$ cat src/rtl/sr_pkg.sv
//------------------------------------------------------------------------------
// sr_pkg: shared width default and holding-register state encoding.
// Revision: 1.0
//------------------------------------------------------------------------------
`default_nettype none

package sr_pkg;

   localparam int SR_WIDTH_DEFAULT = 4;

   typedef enum logic [0:0] {
      HOLD_EMPTY = 1'b0,
      HOLD_FULL  = 1'b1
   } hold_state_t;

endpackage

`default_nettype wire

$ cat src/rtl/sipo_shift_core.sv
//------------------------------------------------------------------------------
// sipo_shift_core: serial shift register and bit counter, flags word completion.
// Revision: 1.0
//------------------------------------------------------------------------------
`default_nettype none

module sipo_shift_core
   import sr_pkg::*;
#(
   parameter int WIDTH     = SR_WIDTH_DEFAULT,
   parameter bit MSB_FIRST = 1'b1,
   parameter int CNT_W     = $clog2(WIDTH)
) (
   input  logic             clk,
   input  logic             reset,
   input  logic             si,
   input  logic             si_en,
   input  logic             clr,
   output logic [CNT_W-1:0] o_bit_cnt,
   output logic             o_word_done,
   output logic [WIDTH-1:0] o_word_next
);

   localparam logic [CNT_W-1:0] C_LAST = CNT_W'(WIDTH - 1);

   logic [WIDTH-1:0] r_sreg;
   logic [WIDTH-1:0] w_sreg_shift;
   logic [CNT_W-1:0] r_cnt;
   logic             w_last;

   generate
      if (MSB_FIRST) begin : g_msb_first
         assign w_sreg_shift = {r_sreg[WIDTH-2:0], si};
      end else begin : g_lsb_first
         assign w_sreg_shift = {si, r_sreg[WIDTH-1:1]};
      end
   endgenerate

   assign w_last = (r_cnt == C_LAST);

   always_ff @(posedge clk or posedge reset) begin
      if (reset) begin
         r_sreg <= '0;
         r_cnt  <= '0;
      end else if (clr) begin
         r_sreg <= '0;
         r_cnt  <= '0;
      end else if (si_en) begin
         r_sreg <= w_sreg_shift;
         r_cnt  <= w_last ? '0 : r_cnt + CNT_W'(1);
      end
   end

   // The completed word includes the bit sampled on this same edge.
   assign o_word_done = si_en & ~clr & w_last;
   assign o_word_next = w_sreg_shift;
   assign o_bit_cnt   = r_cnt;

endmodule

`default_nettype wire

$ cat src/rtl/sipo_deserializer.sv
//------------------------------------------------------------------------------
// sipo_deserializer: serial-to-parallel receiver with valid/ready holding register.
// Revision: 1.0
//------------------------------------------------------------------------------
`default_nettype none

module sipo_deserializer
   import sr_pkg::*;
#(
   parameter int WIDTH     = SR_WIDTH_DEFAULT,
   parameter bit MSB_FIRST = 1'b1,
   parameter int CNT_W     = $clog2(WIDTH)
) (
   input  logic             clk,
   input  logic             reset,
   input  logic             si,
   input  logic             si_en,
   input  logic             clr,
   output logic [WIDTH-1:0] po,
   output logic             po_valid,
   input  logic             po_ready,
   output logic [CNT_W-1:0] bit_cnt,
   output logic             overrun
);

   hold_state_t      r_state;
   hold_state_t      w_state_next;
   logic [WIDTH-1:0] r_po;
   logic [WIDTH-1:0] w_po_next;
   logic             r_ovr;
   logic             w_ovr_next;
   logic             w_word_done;
   logic [WIDTH-1:0] w_word_next;

   sipo_shift_core #(
      .WIDTH     (WIDTH),
      .MSB_FIRST (MSB_FIRST),
      .CNT_W     (CNT_W)
   ) u_core (
      .clk         (clk),
      .reset       (reset),
      .si          (si),
      .si_en       (si_en),
      .clr         (clr),
      .o_bit_cnt   (bit_cnt),
      .o_word_done (w_word_done),
      .o_word_next (w_word_next)
   );

   always_ff @(posedge clk or posedge reset) begin
      if (reset) begin
         r_state <= HOLD_EMPTY;
         r_po    <= '0;
         r_ovr   <= 1'b0;
      end else begin
         r_state <= w_state_next;
         r_po    <= w_po_next;
         r_ovr   <= w_ovr_next;
      end
   end

   always_comb begin
      w_state_next = r_state;
      w_po_next    = r_po;
      w_ovr_next   = r_ovr;
      case (r_state)
         HOLD_EMPTY: begin
            if (w_word_done) begin
               w_po_next    = w_word_next;
               w_state_next = HOLD_FULL;
            end
         end
         HOLD_FULL: begin
            // A drain and a completion on one edge hand over without a bubble.
            if (w_word_done && po_ready) begin
               w_po_next = w_word_next;
            end else if (w_word_done) begin
               w_ovr_next = 1'b1;
            end else if (po_ready) begin
               w_state_next = HOLD_EMPTY;
            end
         end
         default: w_state_next = HOLD_EMPTY;
      endcase
      if (clr) begin
         w_ovr_next = 1'b0;
      end
   end

   assign po       = r_po;
   assign po_valid = (r_state == HOLD_FULL);
   assign overrun  = r_ovr;

endmodule

`default_nettype wire

$ cat config.mk
export PLATFORM = sky130hd
export DESIGN_NAME = sipo_deserializer
export DESIGN_NICKNAME = d
export VERILOG_FILES = /design/src/rtl/sr_pkg.sv /design/src/rtl/sipo_shift_core.sv /design/src/rtl/sipo_deserializer.sv
export SDC_FILE = /design/constraint.sdc
export NUM_CORES = 1
export LEC_CHECK = 0
export CORE_AREA = 2 2 39 41
export CTS_CLUSTER_SIZE = 16
export DETAILED_ROUTE_END_ITERATION = 10
export DIE_AREA = 0 0 41 43
export HOLD_SLACK_MARGIN = 0.03
export PLACE_DENSITY = 0.6
export REMOVE_ABC_BUFFERS = 1
export SYNTH_ARGS = -nofsm -noshare
export SYNTH_HDL_FRONTEND = slang
export SYNTH_SLANG_ARGS = --single-unit
$ cat constraint.sdc
create_clock -name clk -period 3.8 [get_ports clk]
set_input_delay 0.76 -clock clk [delete_from_list [all_inputs] [get_ports clk]]
set_output_delay 0.76 -clock clk [all_outputs]
set_load 0.02 [all_outputs]
# Yosys cells after proc, flatten, opt, wreduce, memory -nomap -nowiden
# Cells that the tools add are included.
# word_totals
in_bits,6
out_inout_bits,8
regBits,11
elab_cells,37
# op_classes
reduce_logical,6
n_eq_ne,4
add_sub_neg,1
muxes,17
bitwise_logic,4
# ops
cell,count
two-way mux 1 bit,8
two-way mux 4 bit,2
case mux 4 bit (2 select lines),1
two-way mux 2 bit,3
two-way mux 3 bit,2
nonzero test 2 bit,3
inequality test 2 bit (second input constant),2
AND reduction 3 bit,1
adder 2 x 1 -> 2 bit (second input constant),1
bitwise AND 1 bit,2
equality test 2 bit (second input constant),1
inequality test 2 x 1 -> 1 bit (second input constant),1
NOT 1 bit,2
case mux 1 bit (2 select lines),1
AND reduction 2 bit,1
logical AND 1 bit,1

# Longest topological paths before layout
# depth
word_depth,7
ltp_mapped,4
mapped_depth_nobuf,4

# Hierarchy
# A second synthesis with hierarchy kept.
# hier_totals
cells_unflattened,39
hier_area_um2,506.7
# by_module_without_submodules
module,cells_per_inst,seq_area_each_um2,instances,area_per_inst_um2
sipo_deserializer,17,150.1,1,260.2
sipo_shift_core,22,125.1,1,246.5

# Least setup slack after synthesis
# No wires, ideal clock.
# synth_path
path_type,input to register
startpoint,input port clr
endpoint,"register r_po[0], in the netlist po[0]"
cell_stages,3
n_path_buf,1
t_required_ns,3.675
setup_time_ns,0.125
slack_ns,2.171
arrival_time_ns,1.504
path_cell_list,clkbuf_2 > nor3_4 > mux2_2
# synth_via
elab_chain_cells,6
elab_cells_between_ends,7
cone_classes,eq/ne: 2; bitwise: 3; reduce/logical: 2
# synth_rtl
element,line_no,source
from (decl),sipo_deserializer.sv:18,"input logic clr,"
NOT 1 bit *,sipo_shift_core.sv:55,assign o_word_done = si_en & ~clr & w_last;
bitwise AND 1 bit * (2 in a row),sipo_shift_core.sv:55,
logical AND 1 bit,sipo_deserializer.sv:75,if (w_word_done && po_ready) begin
inequality test 2 x 1 -> 1 bit (no source line),n/a,
AND reduction 2 bit (no source line) *,n/a,
to (signal assigned),sipo_deserializer.sv:57,r_po <= w_po_next;
to (decl),sipo_deserializer.sv:28,logic [WIDTH-1:0] r_po;
# Every way passes the cells marked *; elsewhere a longest branch is shown, timed or not.
# A chain may end at the register's enable or synchronous reset.

# Final worst setup path
# layout_path
startpoint,input port si_en
endpoint,"register r_po[1], in the netlist po[1]"
# layout_via
elab_chain_cells,5
elab_cells_between_ends,6
cone_classes,eq/ne: 2; bitwise: 2; reduce/logical: 2
# layout_rtl
element,line_no,source
from (decl),sipo_deserializer.sv:17,"input logic si_en,"
bitwise AND 1 bit * (2 in a row),sipo_shift_core.sv:55,
logical AND 1 bit,sipo_deserializer.sv:75,
inequality test 2 x 1 -> 1 bit (no source line),n/a,
AND reduction 2 bit (no source line) *,n/a,
# Marked as above.

==> metrics.md <==
| Metric | Value |
|---|---|
| Core box area | 1380 um^2 |
| Clock transition at the register clock pins on the worst setup and hold paths after CTS | 60 ps |
| Vias after detailed routing | 307 |
| Vias per cell | 4.58 |
| Detailed-routing iteration count for the pre-antenna-repair pass | 3 |
| Clock tree from TritonCTS | done |
| Resized cells post-CTS | 0 |
| Relative slew slack | 0.727 |
| Post-route minimum period | between 2000 and 2500 ps |
| Worst-margin pin slew | 409 ps |
| Pins Over Slew Limit | 0 |
| Pin count of the biggest net entering global routing | 12 |
| Global-route wire length before repair | 1.31 mm |
| Hold depth | 2 |
| Max_cap viols | 0 |
| Total wire length | 752 um |
| Pwr Total | 0.242 mW |
| ANT cells | 0 |
| Type of the most critical hold path | flop to flop |
| Ratio of final minimum period to clock period | 0.538 |
| Share of the synthesized area in the top cell type | 0.577 |
| Site row count | 14 |
| FILL cells | 126 |
| Crit path arrival time | 2190 ps |
| Setup Crit Path Kind | input port to flop |
| Unrepaired setup endpoints after global routing | false |
| Worst setup EP type | flop |
| Max Clk Rate | 489 MHz |
| Number of sinks handled by clock tree synthesis | 11 |
| Warnings from Yosys | 0 |
| Antenna Nets Post-Route | 0 |
| Final setup violation count | 0 |
| Netlist area before placement | 477 um^2 |
| Deepest level of the CTS H-tree | 1 |
| Maximum vdd ir drop | 0.194 mV |
| Number of setup buffers added after CTS | 0 |
| Detailed placement HPWL | between 500 and 600 um |
| Violation count after the first detailed-route iteration | 2 |
| Critical Path Source Type | input port |
| Area taken by flip-flops and latches | 275 um^2 |
| Nets | 59 |
| Cell Pwr Density | approximately 380 nW/um^2 |
| Antenna violations before repair | 0 |
| Area enclosed by the die boundary | about 1800 um^2 |
| Vias in the first global route | 306 |
| Top-Level Pins | 14 |
| Average cell area after synthesis | 13.2 um^2 |
| Die width | 41 um |
| Final weighted congestion in routability-driven placement | 0.736 |
| Area added between synthesis and finish | 33.6% |
| Static leakage | 0.307 nW |
| Synth Register Bits | 11 |
| Post-Place Setup Slack | between 1000 and 1500 ps |
| CTS Hold Bufs | 0 |
| TNS Setup | 0 ps |
| Number of CTS-inserted buffers | 3 |
| Post-route worst setup slack | 1760 ps |
| Number of cells on the worst reg-to-reg path | 4 |
| Data required time of the critical path | between 3000 and 4000 ps |
| Total routing usage reported by global routing | 0.115 |
| Portion of the post-synthesis area used by sequential elements | 0.577 |
| Cell accounting for the most synthesized area | sky130_fd_sc_hd__dfrtp_1 |
| Multi-input logic area | between 150 and 200 um^2 |
| Top area cells in the synthesized netlist | sky130_fd_sc_hd__dfrtp_1 (58%), sky130_fd_sc_hd__mux2i_1 (10%), sky130_fd_sc_hd__mux2_2 (9.4%) |
| Count of unique library cells instantiated by Yosys | 13 |
| Effective utilization at floorplan | 0.344 |
| Highest fanout seen on the critical path | 7 |
| Setup clock skew after layout | between 0.4 and 0.5 ps |
| DRC viols | 0 |
| Run status | finished, final reports clean |
| Clock root buffer | sky130_fd_sc_hd__clkbuf_4 |
| IO Port Bufs | 13 |
| Final worst hold slack | 504 ps |
| Cells after synthesis | 36 |
| DIE HEIGHT | ~43 um |
| Hold Fails Final Rpt | 0 |
| Residual overflow from global routing | 0 |
| Fraction of final layout cells with drive strength greater than 1 | 0.176 |
| Detailed-route wire length per cell | 11.2 um |
| Worst-Skew Late Latency | 260 ps |
| Buffer depth of the longest clock path | 2 |
Yosys cell counts:
library cell               number
sky130_fd_sc_hd__nor2_1         7
sky130_fd_sc_hd__nor3_4         1
sky130_fd_sc_hd__buf_6          1
sky130_fd_sc_hd__mux2_2         4
sky130_fd_sc_hd__clkbuf_2       1
sky130_fd_sc_hd__dfrtp_1       11
sky130_fd_sc_hd__nand2_4        1
sky130_fd_sc_hd__a31oi_1        1
sky130_fd_sc_hd__inv_1          1
sky130_fd_sc_hd__ha_1           1
sky130_fd_sc_hd__o21bai_1       1
sky130_fd_sc_hd__mux2i_1        5
sky130_fd_sc_hd__nor2b_1        1
layout by cell type (no fill, tap or decap):
cell type | synthesis | routed
sky130_fd_sc_hd__a31oi_1 | 1 | 1
sky130_fd_sc_hd__clkbuf_1 | 0 | 1
sky130_fd_sc_hd__clkbuf_4 | 0 | 3
sky130_fd_sc_hd__clkdlybuf4s50_1 | 0 | 13
sky130_fd_sc_hd__dfrtp_1 | 11 | 11
sky130_fd_sc_hd__ha_1 | 1 | 1
sky130_fd_sc_hd__inv_1 | 1 | 1
sky130_fd_sc_hd__mux2_2 | 4 | 4
sky130_fd_sc_hd__mux2i_1 | 5 | 5
sky130_fd_sc_hd__nand2_4 | 1 | 1
sky130_fd_sc_hd__nor2_1 | 7 | 7
sky130_fd_sc_hd__nor2b_1 | 1 | 1
sky130_fd_sc_hd__nor3_4 | 1 | 1
sky130_fd_sc_hd__o21bai_1 | 1 | 1
routing by layer:
| metal | global-route usage | routed length, um |
|---|---|---|
| met5 | 0 | 0 |
| met4 | 0.100 | 0 |
| met3 | 0.0314 | 56 |
| met2 | 0.150 | 355 |
| met1 | 0.149 | 340 |
logic make-up after synthesis:
family                     share of synthesized area
and+or+nand+nor                                0.126
adders and majority gates                     0.0262
muxes                                          0.199
buffers and inverters                         0.0420
AOI/OAI and AO/OA                             0.0289
DFF                                            0.577
per-stage QoR:
stage | util | cells | instance area, um^2
detailed placement | 0.441 | 63 | 611
finish | 0.460 | 67 | 637
global route | 0.460 | 67 | 637
floorplan | - | 34 | 460
CTS | 0.460 | 67 | 637
global placement | 0.441 | 63 | 611
state kept, by name, indices dropped and copies added (netlist names):
name	cells
po	4
u_core.r_sreg	3
u_core.o_bit_cnt	2
overrun	1
po_valid	1
power by group:
part	internal (mW)	switching, mW	leakage, nW	total, mW
sequential	0.123	0.00406	0.150	0.127
combinational	0.0199	0.0186	0.142	0.0385
clock	0.0406	0.0356	0.0150	0.0762
critical path: stages:
cell and delay, ps:
sky130_fd_sc_hd__clkdlybuf4s50_1 720, sky130_fd_sc_hd__nand2_4 90, sky130_fd_sc_hd__nor3_4 250, sky130_fd_sc_hd__mux2_2 370
path summary, 6_finish.rpt:
check	from	endpoint	slack [ps]
min in group asynchronous	reset	po[2]	790
worst min-delay path	overrun	overrun	500
worst max register to register	u_core.o_bit_cnt[0]	po[1]	2360
max in group asynchronous	reset	po[3]	2730
worst max-delay path	si_en	po[1]	1760
worst min register to register	overrun	overrun	500
area by class of cell:
cell class              count  area share
well taps                  16      0.0314
clock buffers               4      0.0413
multi-input cells          22       0.285
flip-flops and latches     11       0.432
repair buffers             13       0.204
inverters                   1     0.00589
Power figures use the tool's default switching activity.
